[config.mk]
export PLATFORM = sky130hd
export DESIGN_NAME = trigger_network_sync
export DESIGN_NICKNAME = d
export VERILOG_FILES = /design/src/rtl/trigger_network_sync.sv
export SDC_FILE = /design/constraint.sdc
export NUM_CORES = 1
export LEC_CHECK = 0
export CELL_PAD_IN_SITES_DETAIL_PLACEMENT = 0
export CELL_PAD_IN_SITES_GLOBAL_PLACEMENT = 2
export CORE_MARGIN = 1.5
export CORE_UTILIZATION = 33
export DETAILED_ROUTE_END_ITERATION = 6
export GPL_ROUTABILITY_DRIVEN = 0
export PLACE_DENSITY_LB_ADDON = 0.1
export SLEW_MARGIN = 20
export SYNTH_ARGS = -nofsm -noshare
export SYNTH_HDL_FRONTEND = slang
export SYNTH_SLANG_ARGS = --single-unit
[constraint.sdc]
create_clock -name ap_clk -period 3.9 [get_ports ap_clk]
set_clock_uncertainty 0.05 [all_clocks]
set_input_delay 0.78 -clock ap_clk [delete_from_list [all_inputs] [get_ports ap_clk]]
set_output_delay 0.78 -clock ap_clk [all_outputs]
set_load 0.01 [all_outputs]
[src/rtl/trigger_network_sync.sv]
// trigger_network_sync
//   Network-level controller for an array of per-actor trigger FSMs.
//   Aggregates per-trigger status into registered all_* qualifiers, runs the
//   host ap_start/ap_done handshake, and counts synchronisation rounds.
// Ports:
//   ap_clk, ap_rst          clock, async active-high reset
//   ap_start                host start request (level)
//   ap_done/ap_ready        one-cycle completion pulse (identical)
//   ap_idle                 controller is idle
//   trig_sleep/sync_exec/
//   trig_sync_wait/idle     per-trigger status, NUM_ACTORS bits each
//   trig_start              one-cycle launch broadcast to all triggers
//   all_sleep/all_sync/
//   all_sync_wait           registered AND-reductions of trigger status
//   sync_rounds/exec_rounds round counters for the current/last run
module trigger_network_sync #(
  parameter int NUM_ACTORS   = 4,
  parameter int GUARD_CYCLES = 2
) (
  input  logic                  ap_clk,
  input  logic                  ap_rst,
  input  logic                  ap_start,
  output logic                  ap_done,
  output logic                  ap_ready,
  output logic                  ap_idle,
  input  logic [NUM_ACTORS-1:0] trig_sleep,
  input  logic [NUM_ACTORS-1:0] trig_sync_exec,
  input  logic [NUM_ACTORS-1:0] trig_sync_wait,
  input  logic [NUM_ACTORS-1:0] trig_idle,
  output logic                  trig_start,
  output logic                  all_sleep,
  output logic                  all_sync,
  output logic                  all_sync_wait,
  output logic [31:0]           sync_rounds,
  output logic [31:0]           exec_rounds
);

  localparam int GW = $clog2(GUARD_CYCLES + 1);

  typedef enum logic [1:0] {
    IDLE   = 2'd0,
    LAUNCH = 2'd1,
    RUN    = 2'd2,
    DONE   = 2'd3
  } state_t;

  state_t        state_q, state_d;
  logic [GW-1:0] guard_q, guard_d;
  logic [31:0]   sync_rounds_q, sync_rounds_d;
  logic [31:0]   exec_rounds_q, exec_rounds_d;
  logic          all_sleep_q;
  logic          all_sync_q;
  logic          all_sync_wait_q;
  logic          all_idle_q;
  logic          all_sync_prev_q;
  logic          round_edge;

  // A round is the rising edge of the registered all_sync qualifier.
  assign round_edge = all_sync_q & ~all_sync_prev_q;

  always_comb begin
    state_d       = state_q;
    guard_d       = guard_q;
    sync_rounds_d = sync_rounds_q;
    exec_rounds_d = exec_rounds_q;
    case (state_q)
      IDLE: begin
        if (ap_start) state_d = LAUNCH;
      end
      LAUNCH: begin
        state_d       = RUN;
        sync_rounds_d = '0;
        exec_rounds_d = '0;
        guard_d       = GW'(GUARD_CYCLES);
      end
      RUN: begin
        if (guard_q != '0) guard_d = guard_q - 1'b1;
        if (guard_q == '0 && all_idle_q) state_d = DONE;
        if (round_edge) begin
          sync_rounds_d = sync_rounds_q + 32'd1;
          if (!all_sync_wait_q) exec_rounds_d = exec_rounds_q + 32'd1;
        end
      end
      DONE: begin
        state_d = IDLE;
      end
      default: begin
        state_d = IDLE;
      end
    endcase
  end

  always_ff @(posedge ap_clk or posedge ap_rst) begin
    if (ap_rst) begin
      state_q         <= IDLE;
      guard_q         <= '0;
      sync_rounds_q   <= '0;
      exec_rounds_q   <= '0;
      all_sleep_q     <= 1'b0;
      all_sync_q      <= 1'b0;
      all_sync_wait_q <= 1'b0;
      all_idle_q      <= 1'b0;
      all_sync_prev_q <= 1'b0;
    end else begin
      state_q         <= state_d;
      guard_q         <= guard_d;
      sync_rounds_q   <= sync_rounds_d;
      exec_rounds_q   <= exec_rounds_d;
      all_sleep_q     <= &trig_sleep;
      all_sync_q      <= &(trig_sync_exec | trig_sync_wait);
      all_sync_wait_q <= &trig_sync_wait;
      all_idle_q      <= &trig_idle;
      all_sync_prev_q <= all_sync_q;
    end
  end

  assign ap_idle       = (state_q == IDLE);
  assign trig_start    = (state_q == LAUNCH);
  assign ap_done       = (state_q == DONE);
  assign ap_ready      = (state_q == DONE);
  assign all_sleep     = all_sleep_q;
  assign all_sync      = all_sync_q;
  assign all_sync_wait = all_sync_wait_q;
  assign sync_rounds   = sync_rounds_q;
  assign exec_rounds   = exec_rounds_q;

endmodule
==> flow_results.org, run 1 <==
** Clock network
- CTS tree :: done
- Clock transition at path regs :: 0.06 ns
- Root Driver :: clkbuf_16
- Once the clock tree was built, the setup fixing pass inserted 0 buffers.
- CTS hold repair buffers :: 0
- The clock net in this run drives a total of 73 sinks.
- In this run the number of H-tree levels came out at 3.
- Clock latency reported for the late side of the worst-skew pair :: 0.33 ns
- Post-cts resize count :: 0
- Counting the buffers created by CTS gives 9.
- The clock passes through at most 2 buffers.

** Setup path
- Top fanout value on the critical path :: 23
- Required time of the critical path :: 4.09 ns
- The startpoint identified for the worst register-to-register timing path is state_q[0].
- The signal on the critical path passes through inv_1, ha_1, nor2b_1, buf_4, o211ai_1, buf_4, or4_1, or3_1, a21oi_1.
- Crit path largest cell delay :: 0.61 ns
- Top delay family on crit path :: simple AND/OR/NAND/NOR gates
- Combined buffer and inverter count along the critical path :: 3
- STA classifies the critical path startpoint as a register.
- In this design, the critical path's most frequently occurring cell is buf_4.
- Critical path endpoint category :: register
- On the critical path, the stage with the largest delay is an instance of or4_1.
- The worst setup path is of the register to register kind.
- Arrival time at the worst endpoint :: 3.09 ns
- Start point of the critical path :: state_q[0]

** STA
- Final critical-path share of the clock period :: 74.4%
- Setup TNS :: 0 ns
- Setup violations remaining at the end of the flow were counted as 0.
- Actual slew at the worst max-slew pin :: 0.965 ns
- Final critical path time including I/O delays and setup :: 2.90 ns
- In this run the tightest slew margin relative to its limit is 35.7%.
- The number of endpoints with negative hold slack in the final report came to 0.
- Across all setup checks in the final design, the least slack found is 1.00 ns.
- Post-Route Hold Slack :: 0.416 ns
- Final-report max-slew violation count :: 0
- Setup repair after global routing missed its margin :: no
- Fmax :: 345 MHz

** Cells and area
- Relative to the synthesized area, the layout overhead comes to 35.9%.
- 0 antenna diodes ended up in the layout.
- After routing the design area is 5170 sq um.
- Cells with a size suffix above 1 make up 7.57% of the layout.
- Leaving out filler cells and counting taps, the final layout contains 645.
- Number of nets in the layout :: 524
- Final standard cell utilization of the core :: 45.6%

** Global routing
- Wire length of the first global-routing pass :: 16100 um
- Vias in the first global route :: 3217
- The initial antenna violation count was 0.
- Remaining global-route overflow :: 0
- Global-route usage over all layers :: 17.2%
- Pin count of the biggest net entering global routing :: 74

** Placement
- Once placement completed, the tool counted placed cells totaling 629.
- The count of buffers added on input and output ports is 89.
- Instance area after placement :: 4870 sq um
- Setup WS pre-CTS :: 0.990 ns
- HPWL reported at the end of detailed placement :: 6770 um

** Pwr
- For this design the ratio of total power to cell area is 451 nW/um^2.
- Power consumption :: 2.33 mW
- Total leakage power :: 2.10 nW
- Worst IR drop on VDD :: 0.000263 V

** Routing
- Total number of vias :: 3293
- For this block, the initial DRC count from the detailed router was 90.
- The pre-antenna-repair detailed-routing pass consisted of 4 iterations.
- Final antenna-violating net count :: 0
- In the routed layout, each cell is associated on average with a via count of 5.11.
- After detailed routing, the average wire length per cell comes to 15.1 um.
- Summed over all layers, the routed wires come to 9750 um.
- # DRC :: 0

** Synthesis
- Seq cells post-synth :: 73
- The number of nets in the synthesized netlist is 430.
- Total of warnings raised by yosys :: 0
- The most used flip-flop cell after synthesis is dfrtp_1.
- Share of Yosys cell area claimed by the top area cell type :: 48.0%
- Sequential elements use 48.0% of the synthesized area.
- Fraction of registers with async set/reset :: 100%
- dfrtp_1 takes more of the synthesized area than any other cell.
- In the synthesized netlist, the number of instances is 403.
- Mapped Avg Cell Area :: 9.44 sq um
- Counting flops with a built-in enable in the synthesized netlist gives 0.
- Most frequently used cell type in the post-synthesis netlist :: dfrtp_1
- Sorting the synthesized cells by how often they occur yields dfrtp_1, nand2_1, nor2_1, nand3_1, o21ai_0.
- Cell variety after synth :: 47
- Mapped cell area :: 3800 sq um
- Largest cells by area after synthesis :: dfrtp_1, nand2_1, xor2_1

** Floorplan
- In this run the horizontal extent of the chip is 110 um.
- Total Die Area :: 12200 sq um
- The die is 110 um tall.
- Core Area :: 11300 sq um
- The initial utilization of the core area, before any placement, comes to 33.6%.
- During I/O placement, the number of pins put on the boundary was 90.
- Number of core rows :: 39

** Run status
- The flow ran to the end, and the final reports show no timing, DRC or antenna violations.

** Job
- Max-cap violations in this run came to 0.

** Min path
- The worst hold path belongs to the class register to register.
- Hold Startpoint :: all_sync
[sequential cells by signal, indices dropped and copies added (netlist names)]
register,count
all_sleep,1
all_sync,1
all_idle_q,1
all_sync_prev_q,1
sync_rounds,32
all_sync_wait,1
state_q,2
exec_rounds,32
guard_q,2
[layer usage]
metal | share of wire [%] | track usage, % | wire [um] | up-vias
met2 | 44 | 26.0 | 4310 | 71
met1 | 50 | 24.3 | 4830 | 1581
met3 | 4.7 | 3.59 | 462 | 11
li1 | - | - | - | 1630
met5 | 0 | 0 | 0 | -
met4 | 1.5 | 5.77 | 144 | 0
[path summary, 6_finish.rpt]
check                      slack, ns  cells after the start         endpoint
max in group asynchronous       2.16                      3  all_sync_prev_q
max                             1.00                      9  exec_rounds[29]
min reg2reg                     0.42                      0  all_sync_prev_q
min in group asynchronous       1.03                      3  sync_rounds[14]
max reg2reg                     1.00                      9  exec_rounds[29]
min                             0.42                      0  all_sync_prev_q
[logic make-up after synthesis]
group,count (synthesis),share of synthesized area (%)
compound gates,60,9.64
xor+xnor,30,6.91
simple gates,203,28.0
buf+inv,20,2.27
fa+ha+maj,8,2.63
flops,73,48.0
mux,9,2.47
[power by group]
group | internal [mW] | total (mW) | switching (mW) | leakage (nW)
registers | 0.794 | 0.830 | 0.0365 | 1.01
clock network | 0.511 | 0.824 | 0.314 | 0.142
logic | 0.249 | 0.673 | 0.424 | 0.951
[cells in the final DEF, fill, tap and decap left out, types with 4 or more instances in the layout]
cell | netlist | final
clkdlybuf4s50_1 | 0 | 89
dfrtp_1 | 73 | 73
nand2_1 | 50 | 50
nor2_1 | 37 | 37
nand3_1 | 25 | 25
o21ai_0 | 24 | 24
nand4_1 | 16 | 16
xor2_1 | 16 | 16
xnor2_1 | 14 | 14
nor3_1 | 13 | 13
a21oi_1 | 13 | 13
and4_1 | 9 | 9
clkbuf_16 | 0 | 9
and3_1 | 8 | 8
ha_1 | 8 | 8
buf_4 | 1 | 8
nor2b_1 | 7 | 7
nand2b_1 | 7 | 7
nor4_1 | 7 | 7
o31ai_1 | 6 | 6
mux2i_1 | 6 | 6
or3_1 | 6 | 6
inv_1 | 6 | 5
o211ai_1 | 4 | 4
[area by class of cell]
class                           instances  area [sq um]
Clock buffer                           11           243
Multi-Input combinational cell        310          1890
Tap cell                              143           179
Timing Repair Buffer                   97           951
Inverter                                6          22.5
Sequential cell                        73          1830
Fill cell                            1125          6150
Clock inverter                          5          55.1
[worst reg2reg max path, delay by kind of cell (launching register included)]
family,cells,cell delay (ns)
compound gates,2,0.27
fa+ha+maj,1,0.34
buf+inv,3,0.59
flops,1,0.39
simple gates,3,1.19
(Power assumes the default switching activity.)
==> run 2, diff against run 1 <==
--- a/config.mk
+++ b/config.mk
@@ -8,7 +8,7 @@
 export CELL_PAD_IN_SITES_DETAIL_PLACEMENT = 0
 export CELL_PAD_IN_SITES_GLOBAL_PLACEMENT = 2
 export CORE_MARGIN = 1.5
-export CORE_UTILIZATION = 33
+export CORE_UTILIZATION = 30
 export DETAILED_ROUTE_END_ITERATION = 6
 export GPL_ROUTABILITY_DRIVEN = 0
 export PLACE_DENSITY_LB_ADDON = 0.1
==> constraint.sdc (replaced) <==
create_clock -name ap_clk -period 2.75 [get_ports ap_clk]
set_clock_uncertainty 0.05 [all_clocks]
set_input_delay 0.55 -clock ap_clk [delete_from_list [all_inputs] [get_ports ap_clk]]
set_output_delay 0.55 -clock ap_clk [all_outputs]
set_load 0.01 [all_outputs]
==> run 2 against run 1 <==
- first-iteration DRC count grew 43%
- critical path depth is 3 lower
- count of clock-buffer cells in the layout increased by 3
- hold slack improved by 0.012 ns
- maximum frequency increased by 8.8%
- setup slack got worse by 0.91 ns
- utilization fell by 2.4 points
- die area rose by 9.7%
- cell count up 5.1%
- total power is 43% higher
- highest routed layer unchanged
==> flow_results.org, run 2 (synthesis gave the netlist of run 1 again) <==
** Run status
- Run status :: finished clean

** Routing
- First-iteration detailed-routing DRC count :: 129
- Total number of vias :: 3396
- Via density per instance :: 5.01
- Detailed Route WL :: 10300 um
- The detail route stage leaves a number of antenna-violating nets equal to 0.
- Number of iterations in the first detailed-routing pass :: 4
- In the routed design, unresolved DRC markers number 0.
- Routed length per instance :: 15.2 um

** STA
- The worst pin sits at a relative slew slack of 61.9%.
- Setup repair after global routing missed its margin :: no
- Actual slew at the worst max-slew pin :: 0.566 ns
- Fmax :: 375 MHz
- Hold Vio Cnt, Final :: 0
- For the final routed database, the setup TNS stands at 0 ns.
- Final critical-path share of the clock period :: 96.9%
- Final setup vio count :: 0
- Setup slack closes at 0.0858 ns.
- Final-report max-slew violation count :: 0
- The worst path needs 2.66 ns of the cycle, external delays included.

** Cells and area
- Filler instances :: 1242
- At the end of the flow, the number of nets in the layout was 532.
- Number of inserted diodes :: 0
- From synthesis to final layout, the design area changed by 38.7%.
- Top library cells by usage in the layout, fill and taps aside :: clkdlybuf4s50_1, dfrtp_1, nand2_1
- The library cell used most frequently in the layout, excluding fill and tap cells, is clkdlybuf4s50_1.
- Of the cells placed in the final design, the portion with a size suffix greater than 1 is 9.61%.
- Total non-filler cell area in the finished layout :: 5270 sq um
- Cells fill 43.2% of the core in the end.

** Global routing
- Entering global routing, the biggest net connects 47 pins.
- Global routing finished with a remaining overflow of 0.
- The first global-routing pass estimated 17300 um of wire.
- The initial antenna violation count is 0.
- The number of global-route vias before repair was 3276.
- Across every metal layer, demand over resource in global routing totals 16.7%.

** Setup path
- The setup check on the worst reg-to-reg path leaves a slack of 0.09 ns.
- Worst Setup Start Kind :: register
- Of all nets on the critical path, the largest fanout is 9.
- STA classifies the critical path endpoint as a register.
- The worst setup path is of the register to register kind.
- The endpoint identified for the worst register-to-register timing path is exec_rounds[24].
- Data arrives at the worst endpoint at 2.87 ns.
- The startpoint identified for the worst register-to-register timing path is exec_rounds[1].
- The number of cells on the worst reg-to-reg path is 6.
- Required time of the critical path :: 2.96 ns

** Placement
- Input and output buffers added on the ports amount to 89.
- Before CTS, the worst setup slack after placement is 0.105 ns.
- Summed over all nets, the half-perimeter wirelength after detailed placement is 7390 um.
- Summing all placed instances gives a cell area of 4970 sq um.

** Min path
- The min-delay analysis places its worst path in the category register to register.
- The worst hold path begins at sync_rounds[31].
- Along the worst hold path, the cell count comes to 1.
- Sink of the worst hold path :: sync_rounds[31]

** Clock network
- TritonCTS built the clock tree.
- In this run the deepest clock path goes through 2 buffers.
- TritonCTS created 9 clock buffers.
- Clock transition at path regs :: 0.06 ns
- Clock tree synthesis found a total of 73 sinks.
- CTS built an H-tree with a depth of 3.
- Clock latency on the worst-skew pair, taken at its later pin, is 0.33 ns.
- Clock tree synthesis selected as its root buffer the cell clkbuf_16.

** Job
- The tool flagged a number of max-cap violations equal to 0.

** Floorplan
- Die extent in x :: 116 um
- Number of primary I/O pins :: 90
- Die Y-Extent :: 116 um
- Number of core rows :: 40
- Core Area :: 12200 sq um
- Total Die Area :: 13400 sq um
- The initial utilization of the core area, before any placement, comes to 31.1%.

** Pwr
- The worst-case IR drop observed on VDD is 0.000382 V.
- Total leakage power :: 2.15 nW
- For this design the ratio of total power to cell area is 629 nW/um^2.
-- run 2: worst max-delay path: stages, from the launching register on --
cell,delay (ns)
dfrtp_1,0.43
ha_2,0.24
nand3_2,0.14
or4_4,0.63
or4_4,0.59
or3_1,0.36
a21oi_1,0.14
-- run 2: worst max path at each step --
stage / from / endpoint / slack, ns / cells past startpoint
2_1_floorplan: exec_rounds[0] / exec_rounds[24] / 0.15 / 7
3_3_place_gp: exec_rounds[0] / exec_rounds[22] / 0.16 / 6
3_5_place_dp: exec_rounds[0] / exec_rounds[22] / 0.10 / 6
4_1_cts: exec_rounds[0] / exec_rounds[22] / 0.09 / 6
5_1_grt: exec_rounds[1] / exec_rounds[24] / 0.008 / 6
6_report: exec_rounds[1] / exec_rounds[24] / 0.09 / 6
-- run 2: metrics by stage --
step                      cells  hold slack [ns]  power [mW]
after CTS                   678            0.430        3.37
final                       678            0.428        3.32
after floorplan             403            0.407        1.79
after detailed placement    662            0.416        2.19
after global routing        678            0.456        3.54
after global placement      662            0.421        2.19
-- run 2: cell type report --
type,instances,area [sq um],share of cell area (%)
Clock buffer,14,284,5.39
Clock inverter,2,10.0,0.190
Inverter,6,22.5,0.427
Multi-Input combinational cell,310,1900,35.9
Sequential cell,73,1830,34.7
Tap cell,168,210,3.99
Timing Repair Buffer,105,1020,19.4
-- run 2: per-layer routing --
metal	track usage, %	routed length (um)	vias up
met2	24.3	4400	87
met4	6.42	153	0
met1	24.3	5250	1646
met3	3.45	508	11
met5	0	0	-
li1	-	-	1652
-- run 2: timing repair --
item | in CTS | in global routing
setup buffers | 0 | 0
setup endpoints to repair | 0 | 4
gates resized for setup | 0 | 3
hold buffers | 0 | 0
-- run 2: report_power, final --
group / internal [mW] / switching (mW) / total, mW
sequential: 1.13 / 0.0536 / 1.18
combinational: 0.375 / 0.605 / 0.980
clock: 0.707 / 0.450 / 1.16
total: 2.21 / 1.11 / 3.32
